$ cat config.mk
export PLATFORM = sky130hd
export DESIGN_NAME = traffic_light_sequencer
export DESIGN_NICKNAME = d
export VERILOG_FILES = /design/src/rtl/traffic_light_sequencer.sv
export SDC_FILE = /design/constraint.sdc
export NUM_CORES = 1
export LEC_CHECK = 0
export ABC_AREA = 1
export CAP_MARGIN = 20
export CORE_MARGIN = 1
export CORE_UTILIZATION = 41
export DETAILED_ROUTE_END_ITERATION = 16
export DONT_BUFFER_PORTS = 1
export RECOVER_POWER = 100
export REMOVE_ABC_BUFFERS = 1
export SLEW_MARGIN = 30
export SYNTH_ARGS = -nofsm -noshare
export SYNTH_HDL_FRONTEND = slang
export SYNTH_SLANG_ARGS = --single-unit
$ cat constraint.sdc
create_clock -name clk -period 1.28 [get_ports clk]
set_input_delay 0.256 -clock clk [delete_from_list [all_inputs] [get_ports clk]]
set_output_delay 0.256 -clock clk [all_outputs]
set_load 0.005 [all_outputs]
$ cat src/rtl/traffic_light_sequencer.sv
// traffic_light_sequencer: main/side street light controller with car-sensor extension and pedestrian walk phase
module traffic_light_sequencer (
  input  logic       clk,
  input  logic       Reset_Sync,
  input  logic       tick_1hz,
  input  logic       sensor_sync,
  input  logic       walk_request,
  input  logic       prog_sync,
  input  logic [3:0] value,
  output logic [1:0] time_selector,
  output logic [2:0] main_lights,
  output logic [2:0] side_lights,
  output logic       walk,
  output logic [2:0] state_id,
  output logic       expired
);
  typedef enum logic [2:0] {
    MG_BASE = 3'd0,
    MG_EXT  = 3'd1,
    MY      = 3'd2,
    WALK    = 3'd3,
    SG      = 3'd4,
    SG_EXT  = 3'd5,
    SY      = 3'd6
  } state_t;
  state_t     r_state, w_next;
  logic [3:0] r_remaining;
  logic       r_load_pending, r_car_pending, r_walk_pending, w_enter;
  function automatic logic [2:0] main_of(input state_t s);
    return (s == MG_BASE || s == MG_EXT) ? 3'b001 : (s == MY) ? 3'b010 : 3'b100;
  endfunction
  function automatic logic [2:0] side_of(input state_t s);
    return (s == SG || s == SG_EXT) ? 3'b001 : (s == SY) ? 3'b010 : 3'b100;
  endfunction
  function automatic logic [1:0] sel_of(input state_t s);
    return (s == MY || s == SY) ? 2'b10 : (s == MG_EXT || s == WALK || s == SG_EXT) ? 2'b01 : 2'b00;
  endfunction
  assign state_id = r_state;
  // Ticks are ignored while a load is pending, so a state always runs max(value,1) ticks
  assign expired  = tick_1hz & ~r_load_pending & (r_remaining == 4'd1);
  assign w_enter  = prog_sync | expired;
  always_comb begin
    w_next = MG_BASE;
    if (!prog_sync)
      case (r_state)
        MG_BASE: w_next = (r_car_pending | sensor_sync) ? MG_EXT : MG_BASE;
        MG_EXT:  w_next = MY;
        MY:      w_next = r_walk_pending ? WALK : SG;
        WALK:    w_next = SG;
        SG:      w_next = sensor_sync ? SG_EXT : SY;
        SG_EXT:  w_next = SY;
        default: w_next = MG_BASE;
      endcase
  end
  always_ff @(posedge clk or posedge Reset_Sync) begin
    if (Reset_Sync) begin
      r_state        <= MG_BASE;
      time_selector  <= 2'b00;
      main_lights    <= 3'b001;
      side_lights    <= 3'b100;
      walk           <= 1'b0;
      r_remaining    <= 4'd0;
      r_load_pending <= 1'b1;
      r_car_pending  <= 1'b0;
      r_walk_pending <= 1'b0;
    end else begin
      r_car_pending  <= (prog_sync || (w_enter && w_next == MY)) ? 1'b0 : (r_car_pending | sensor_sync);
      r_walk_pending <= (prog_sync || (w_enter && w_next == WALK)) ? 1'b0 : (r_walk_pending | walk_request);
      if (w_enter) begin
        r_state        <= w_next;
        r_load_pending <= 1'b1;
        time_selector  <= sel_of(w_next);
        main_lights    <= main_of(w_next);
        side_lights    <= side_of(w_next);
        walk           <= (w_next == WALK);
      end else if (r_load_pending) begin
        r_remaining    <= (value == 4'd0) ? 4'd1 : value;
        r_load_pending <= 1'b0;
      end else if (tick_1hz) begin
        r_remaining    <= r_remaining - 4'd1;
      end
    end
  end
endmodule

Word-level counts from Yosys, hierarchy flattened

Cells that the tools add are included.

Register bits after elaboration: 19
Bits in latches: 0
RAM bits: 0
Memory bits (read-only): 0
Output and inout port bits: 13
Logic and storage cells: 60
Memories: 0

Add/sub/neg operators: 1
$mul: 0
Divide/modulo/power cells: 0
Order comparisons: 0
Equal/unequal tests: 12
Shifts and indexed selects: 0
Multiplexer cells: 17
Bitwise logic cells: 7
Reduce and logical (&&, ||, !) cells: 14

Operators by type and width:

| cell                                                               | number |
|---|---|
| 3-bit two-way mux                                                  | 6 |
| 3-bit case mux with 6 select lines                                 | 1 |
| 3-bit == test, second input constant                               | 5 |
| 3-bit by 2-bit == test with 1-bit output, second input constant    | 4 |
| 4-bit two-way mux                                                  | 3 |
| 1-bit logical OR                                                   | 7 |
| 3-bit by 1-bit == test with 1-bit output, second input constant    | 2 |
| 3-bit logical NOT                                                  | 2 |
| 1-bit two-way mux                                                  | 5 |
| 4-bit by 1-bit == test with 1-bit output, second input constant    | 1 |
| 4-bit logical NOT                                                  | 1 |
| 2-bit two-way mux                                                  | 2 |
| 4-bit by 1-bit subtractor with 4-bit output, second input constant | 1 |
| 1-bit OR                                                           | 3 |
| 1-bit bitwise AND                                                  | 2 |
| 1-bit logical AND                                                  | 2 |
| 1-bit NOT                                                          | 2 |
| 2-bit AND reduction                                                | 1 |
| 2-bit nonzero test                                                 | 1 |

Logic depth before layout (Yosys ltp)

Gate-level depths: netlist (run 1).

Depth in word-level cells: 9
Mapped depth: 9
Mapped depth without buffers: 9

Least setup slack after synthesis (run 1)

No wires, ideal clock.

Path type: flip-flop to flip-flop
Start point: register r_remaining[1]
End point: register r_car_pending
Library setup time: 0.113 ns
Arrival: 1.199 ns
Required time: 1.167 ns
Slack: -0.032 ns
Cell stages (with the launch flop): 10
Clock period less this slack: 1.312 ns
Cells stage by stage: dfrtp_1 > inv_1 > ha_1 > nand3_2 > nor2_4 > nor2_8 > nor2_1 > nand3_1 > nand2_1 > inv_1

Word-level cells in the longest chain between the ends: 6

RTL lines:

| what                                     | RTL line | source |
|---|---|---|
| start: declaration                       | 27       | `logic [3:0] r_remaining;` |
| start signal: assignment                 | 77       | `r_remaining <= (value == 4'd0) ? 4'd1 : value;` |
| start signal: assignment                 | 80       | `r_remaining <= r_remaining - 4'd1;` |
| 4-bit by 1-bit == test with 1-bit output | 40       | `assign expired = tick_1hz & ~r_load_pending & (r_remaining == 4'd1);` |
| 1-bit bitwise AND                        | 40       |  |
| named net expired                        | 15       | `output logic expired` |
| 1-bit OR                                 | 41       | `assign w_enter = prog_sync \| expired;` |
| 1-bit logical AND                        | 67       | `r_car_pending <= (prog_sync \|\| (w_enter && w_next == MY)) ? 1'b0 : (r_car_pending \| sensor_sync);` |
| 1-bit logical OR                         | 67       |  |
| 1-bit two-way mux                        | 67       |  |
| end signal: assignment                   | 67       |  |
| end: declaration                         | 28       | `logic r_load_pending, r_car_pending, r_walk_pending, w_enter;` |

The timed path passes the listed nets, and every way through them passes these cells.
A chain may end at the register's enable or synchronous reset.

Worst setup path in the final report (run 1)

Start point: register r_remaining[1]
End point: output port expired

Word-level cells in the longest chain between the ends: 2

RTL lines:

| what                                     | RTL line |
|---|---|
| 4-bit by 1-bit == test with 1-bit output | 40 |
| 1-bit bitwise AND                        | 40 |
| end: declaration                         | 15 |

Every way passes these cells.

==> results.py, run 1 <==
metrics = {
    "sta": {
        "clock.fmax_ghz": 0.6955,
        "maxSlewHeadroom_pct": 68.45,
        "skew_ns": 0.002508,
        "final_hold_viol_count": 0,
        "min_period_ns": 1.438,
        "rsz0062_at_grt": "true",
        "report.final.slew_viol_count": 0,
        "setup_viol": 18,
        "fin_crit_sh_pct": 112.3,
        "fin_ws_ns": -0.1578,
        "worst-slew-pin-transition_ns": 0.4733,
    },
    "power_and_ir_drop": {
        "power_mw": 1.669,
        "pwr_density_cell_nw_per_um2": 1300,
        "power.leakage_nw": 0.6479,
        "vdd_drop_max_uv": 756.7,
    },
    "synth": {
        "async_flop_share_pct": 100.0,
        "synth_top_area_share_pct": 40.92,
        "ys_seq_area_share_pct": 48.98,
        "synth.largest_area_cell": "dfrtp_1",
        "yosysWarnings": 0,
        "syn_area_sq_um": 978.4,
        "synth-edff-count": 0,
        "synthFlopType": "dfrtp_1",
        "yosys_register_bits": 19,
        "ys_types": 22,
        "synth_area_leaders": "dfrtp_1, nand2_1, dfstp_2, inv_1, nand3_1",
        "syn_area_per_cell_sq_um": 7.955,
        "syn_inst": 123,
    },
    "clocking": {
        "cts_buffers": 3,
        "insertion_delay_ns": 0.30,
        "cts_tree": "built",
        "cts_max_path_buffers": 2,
        "htree_levels": 1,
        "clk_pin_slew_ns": 0.11,
        "cts.root.buffer_cell": "clkbuf_4",
        "cts.sinks": 19,
    },
    "floorplan": {
        "ios": 23,
        "die_w_um": 50.85,
        "num_rows": 17,
        "initial_core_util_pct": 43.81,
        "core_area_sq_um": 2233,
        "die-area_sq_um": 2586,
        "die_h_um": 50.85,
    },
    "global_routing": {
        "grt_pass1_vias": 824,
        "grt-ovfl-total": 0,
        "grt_start_max_net_pins": 20,
        "antenna_found_initial": 0,
        "grt_pass1_wl_um": 3484,
        "grt_usage_pct": 18.46,
    },
    "setup_path": {
        "cp.required_ns": 1.02,
        "start_kind": "flop",
        "path_cells": "inv_2 > ha_4 > nand3_4 > nor2_4 > buf_6",
        "endpoint_kind": "output port",
        "worst_ep_arrival_time_ns": 1.18,
        "reg2reg_slack_ns": -0.15,
        "crit_slowest_cell": "dfrtp_1",
        "crit_type": "reg -> out",
        "cp_slowest_stage_delay_ns": 0.39,
        "path_max_fanout": 2,
        "reg2reg_depth": 9,
    },
    "layout": {
        "nFillCells": 229,
        "area_growth_pct": 31.20,
        "fin_nets": 158,
        "stdcell_area_sq_um": 1284,
        "layout.cells.non_filler": 173,
        "insertedDiodeCount": 0,
        "layout-drive-gt1-share_pct": 36.55,
    },
    "place": {
        "placedCellCount": 162,
        "placed_area_sq_um": 1096,
        "post-dp-hpwl_um": 1571,
        "gp_congestion": 0.8320,
        "port_buffers": 0,
    },
    "drt": {
        "vias": 862,
        "via_per_inst": 4.983,
        "drc": 0,
        "drtIter0Drc": 15,
        "antenna_left": 0,
        "routed_wl_um": 2240,
        "dr.pass1.iters": 4,
        "post_drt_wl_per_cell_um": 12.95,
    },
    "run": {
        "cap_violations": 0,
    },
    "hold_path": {
        "hold_path_class": "in -> reg",
        "min_path_cells": 3,
    },
    "run_status": {
        "status": "finished, violations left",
        "violations": "negative setup slack",
    },
}
worst max-delay path, delay by kind of cell (launching register included):
kind	cells	cell delay (ns)
buf+inv	2	0.18
flops	1	0.39
simple gates	2	0.18
fa+ha+maj	1	0.13
cells in the final DEF, fill, tap and decap left out:
master         netlist  final
a21oi_1              4      3
a21oi_2              0      1
buf_4                1      9
buf_6                0      6
clkbuf_1             0      3
clkbuf_2             0      1
clkbuf_4             0      3
dfrtp_1             16     16
dfstp_1              0      1
dfstp_2              3      2
dlygate4sd3_1        0      1
ha_2                 0      1
ha_4                 0      1
inv_1               17     16
inv_2                3      2
inv_4                0      2
nand2_1             40     25
nand2_2              0     14
nand2_4              0      1
nand3_1              7      7
nand3_4              0      1
nand4_1              1      1
nor2_1               8      6
nor2_2               0      2
nor2_4               1      1
nor2_8               1      1
o211ai_1             1      1
o21a_1               2      2
o21ai_0              5      2
o21ai_1              5      6
o21ai_2              1      2
o21ai_4              0      1
o21bai_1             1      1
o31ai_1              1      1
or2_2                2      2
cells by family after synthesis:
group | share of synthesized area [%]
buffers and inverters | 8.440
adder cells (fa/ha/maj) | 2.557
flip-flops | 48.98
AO/OA/AOI/OAI | 11.89
AND/OR/NAND/NOR | 28.13
cell type report:
class                           instances  area [sq um]  share of cell area, %
Multi-Input combinational cell         83         505.5                  39.38
Sequential cell                        19         479.2                  37.33
Timing Repair Buffer                   19         157.7                  12.28
Inverter                               20         80.08                  6.238
Tap cell                               28         35.03                  2.729
Clock buffer                            4         26.28                  2.047
power by group:
part	switching (mW)	internal [mW]
clock network	0.189	0.121
logic	0.311	0.251
registers	0.0905	0.706
total	0.590	1.08
Yosys cell counts (2+ instances only):
cell and instances:
inv_2 3, nand2_1 40, dfstp_2 3, nor2_1 8, o21ai_0 5, inv_1 17
or2_2 2, ha_1 2, dfrtp_1 16, o21a_1 2, nand3_1 7, o21ai_1 5
a21oi_1 4
state kept, by name (all words and copies together), names as in the netlist:
| signal | count |
|---|---|
| r_remaining | 4 |
| main_lights | 3 |
| side_lights | 3 |
| state_id | 3 |
| time_selector | 2 |
| r_car_pending | 1 |
| r_load_pending | 1 |
| r_walk_pending | 1 |
| walk | 1 |
metal layers:
layer / wire length, um / GRT usage (%) / up-vias / share of wire [%]
met5: 0 / 0 / - / 0
met4: 75 / 8.333 / 0 / 3.3
met3: 85 / 3.869 / 8 / 3.8
met2: 1074 / 32.00 / 23 / 48
met1: 1005 / 21.82 / 402 / 45
li1: - / - / 429 / -
per-stage QoR:
| step | TNS, ns | util (%) | hold slack (ns) | setup WS (ns) |
|---|---|---|---|---|
| floorplan | -0.1505 | - | 0.2049 | -0.05744 |
| global placement | -0.02833 | 49.08 | 0.1814 | -0.01781 |
| detailed placement | -0.2336 | 49.08 | 0.1830 | -0.05305 |
| CTS | -2.103 | 52.27 | 0.08864 | -0.2060 |
| global route | -3.129 | 57.48 | 0.1238 | -0.2370 |
| finish | -1.666 | 57.48 | 0.1276 | -0.1578 |
final timing paths:
| kind | startpoint | to |
|---|---|---|
| min in group asynchronous | Reset_Sync | time_selector[1] |
| worst max-delay path | r_remaining[1] | expired |
| max in group asynchronous | Reset_Sync | side_lights[2] |
| worst max register to register | r_load_pending | r_remaining[2] |
| worst min register to register | main_lights[0] | main_lights[0] |
| worst min-delay path | tick_1hz | r_remaining[0] |
timing repair:
item | CTS | global route
resized for setup | 5 | 34
endpoints found under the hold margin | 16 | 0
setup buffers | 2 | 4
endpoints found under the setup margin | 15 | 19
hold buffers | 1 | 0
pin swaps | 2 | 13
Power figures use the tool's default switching activity.
==> run 2, diff against run 1 <==
CAP_MARGIN = 5   (was 20)
PLACE_DENSITY_LB_ADDON = 0.05   (was not set)
SLEW_MARGIN = 20   (was 30)
==> run 2 against run 1 <==
  * The run still ends with negative setup slack left
  * Critical path type unchanged
  * Routed wire length is 11% lower
  * Hold slack better by 0.018 ns
  * First-iteration DRC count is 60% lower
  * Clock skew is 0.0056 ns higher
  * Worst setup slack worse by 0.023 ns
  * Cell area hardly changed
  * Via count is 4.6% lower
  * Die area stayed put
  * Cell count is 2.3% lower
  * Highest routed layer unchanged
==> results.py, run 2 (synthesis gave the netlist of run 1 again) <==
metrics = {
    "floorplan": {
        "die_w_um": 50.85,
        "core_area_sq_um": 2233,
        "initial_core_util_pct": 43.81,
        "num_rows": 17,
        "die_h_um": 50.85,
        "die-area_sq_um": 2586,
        "ios": 23,
    },
    "layout": {
        "area_growth_pct": 31.33,
        "most-common-layout-cells": "nand2_1, nand2_2, dfrtp_1",
        "largest_reg_flops": 4,
        "fin_nets": 154,
        "insertedDiodeCount": 0,
        "layout.cells.non_filler": 169,
        "regMostFlops": "r_remaining",
        "final_common_cell": "nand2_1",
        "final_util_pct": 57.54,
        "layout-drive-gt1-share_pct": 43.26,
        "nFillCells": 216,
    },
    "place": {
        "placedCellCount": 161,
        "gp_congestion": 0.7525,
        "port_buffers": 0,
        "post-dp-hpwl_um": 1508,
    },
    "sta": {
        "whs_ns": 0.1458,
        "fin_crit_sh_pct": 114.1,
        "setup_viol": 20,
        "worst-slew-pin-transition_ns": 0.4674,
        "clock.fmax_ghz": 0.6845,
        "min_period_ns": 1.461,
        "final_hold_viol_count": 0,
        "skew_ns": 0.008077,
        "report.final.slew_viol_count": 0,
        "rsz0062_at_grt": "true",
        "fin_ws_ns": -0.1810,
        "maxSlewHeadroom_pct": 68.84,
    },
    "clocking": {
        "cts.root.buffer_cell": "clkbuf_4",
        "cts_buffers": 3,
        "cts.sinks": 19,
        "htree_levels": 1,
        "cts_tree": "built",
        "insertion_delay_ns": 0.30,
        "cts_max_path_buffers": 2,
        "clk_pin_slew_ns": 0.10,
    },
    "setup_path": {
        "crit_family": "flip-flops",
        "path_buf_inv": 1,
        "cp_slowest_stage_delay_ns": 0.44,
        "worst_ep_arrival_time_ns": 1.21,
        "crit_type": "reg -> out",
        "cp.required_ns": 1.02,
        "start_kind": "flop",
        "endpoint_kind": "output port",
        "path_cells": "ha_4 > nand3_4 > nor2_4 > buf_6",
        "path_max_fanout": 3,
        "crit_slowest_cell": "dfrtp_1",
    },
    "power_and_ir_drop": {
        "sw_frac_of_total_pct": 35.45,
        "p_sw_mw": 0.5886,
        "power_frac_comb_pct": 33.5,
        "p_int_mw": 1.072,
        "vdd_drop_max_uv": 861.6,
        "power.share.clock_pct": 18.3,
        "power.leakage_nw": 0.6386,
        "power_mw": 1.660,
        "pwr_density_cell_nw_per_um2": 1292,
        "pwr-share-seq_pct": 48.2,
    },
    "global_routing": {
        "grt-ovfl-total": 0,
        "grt_pass1_wl_um": 3477,
        "antenna_found_initial": 0,
        "grt_pass1_vias": 822,
        "grt_usage_pct": 18.29,
        "grt_start_max_net_pins": 20,
    },
    "drt": {
        "post_drt_wl_per_cell_um": 11.78,
        "via_per_inst": 4.864,
        "drtIter0Drc": 6,
        "routed_wl_um": 1990,
        "vias": 822,
        "dr.pass1.iters": 2,
        "drc": 0,
        "antenna_left": 0,
    },
    "hold_path": {
        "hold_path_class": "in -> reg",
    },
    "run": {
        "cap_violations": 0,
    },
    "run_status": {
        "status": "finished, violations left",
        "violations": "negative setup slack",
    },
}
## run 2: routing by layer
metal | track usage [%] | share of wire, % | vias up
met3 | 7.440 | 6.2 | 2
met2 | 28.89 | 47 | 19
met4 | 4.167 | 0.60 | 0
li1 | - | - | 423
met1 | 23.43 | 46 | 378
met5 | 0 | 0 | -
## run 2: metrics by stage
step | TNS, ns | instance area, sq um | setup WS, ns
floorplan | -0.1505 | 970.9 | -0.05744
global placement | -0.01742 | 1089 | -0.01742
detailed placement | -0.1516 | 1089 | -0.05123
CTS | -1.973 | 1156 | -0.2124
global route | -3.688 | 1285 | -0.2505
finish | -2.413 | 1285 | -0.1810
## run 2: what timing repair did
item,CTS,global route
resized for setup,4,44
hold buffers,1,0
hold endpoints to repair,16,0
setup endpoints to repair,16,20
pin swaps,2,10
setup buffers,2,1
## run 2: layout make-up
class	instances	area (sq um)	area share [%]
Clock buffer	3	22.52	1.753
Clock inverter	1	7.507	0.5842
Inverter	20	82.58	6.426
Multi-Input combinational cell	83	528.0	41.09
Sequential cell	19	480.5	37.39
Tap cell	28	35.03	2.726
Timing Repair Buffer	15	128.9	10.03
## run 2: worst min-delay path, delay by kind of cell
family / cells / cell delay, ns
AO/OA/AOI/OAI: 2 / 0.10
AND/OR/NAND/NOR: 1 / 0.05
## run 2: final timing paths
kind	from	to	slack [ns]	cells after the start
max	r_remaining[0]	expired	-0.18	4
min	tick_1hz	r_remaining[0]	0.15	3
max reg2reg	r_remaining[0]	r_remaining[2]	-0.16	9
min reg2reg	side_lights[2]	side_lights[2]	0.48	2
max in group asynchronous	Reset_Sync	side_lights[2]	0.45	3
min in group asynchronous	Reset_Sync	r_remaining[3]	0.49	3
## run 2: power by group through the flow
stage | sequential, mW | clock, mW | combinational, mW
finish | 0.800 | 0.304 | 0.556
global route | 0.815 | 0.351 | 0.639
CTS | 0.783 | 0.328 | 0.455
detailed placement | 0.792 | 0 | 0.439
global placement | 0.792 | 0 | 0.429
floorplan | 0.782 | 0 | 0.289
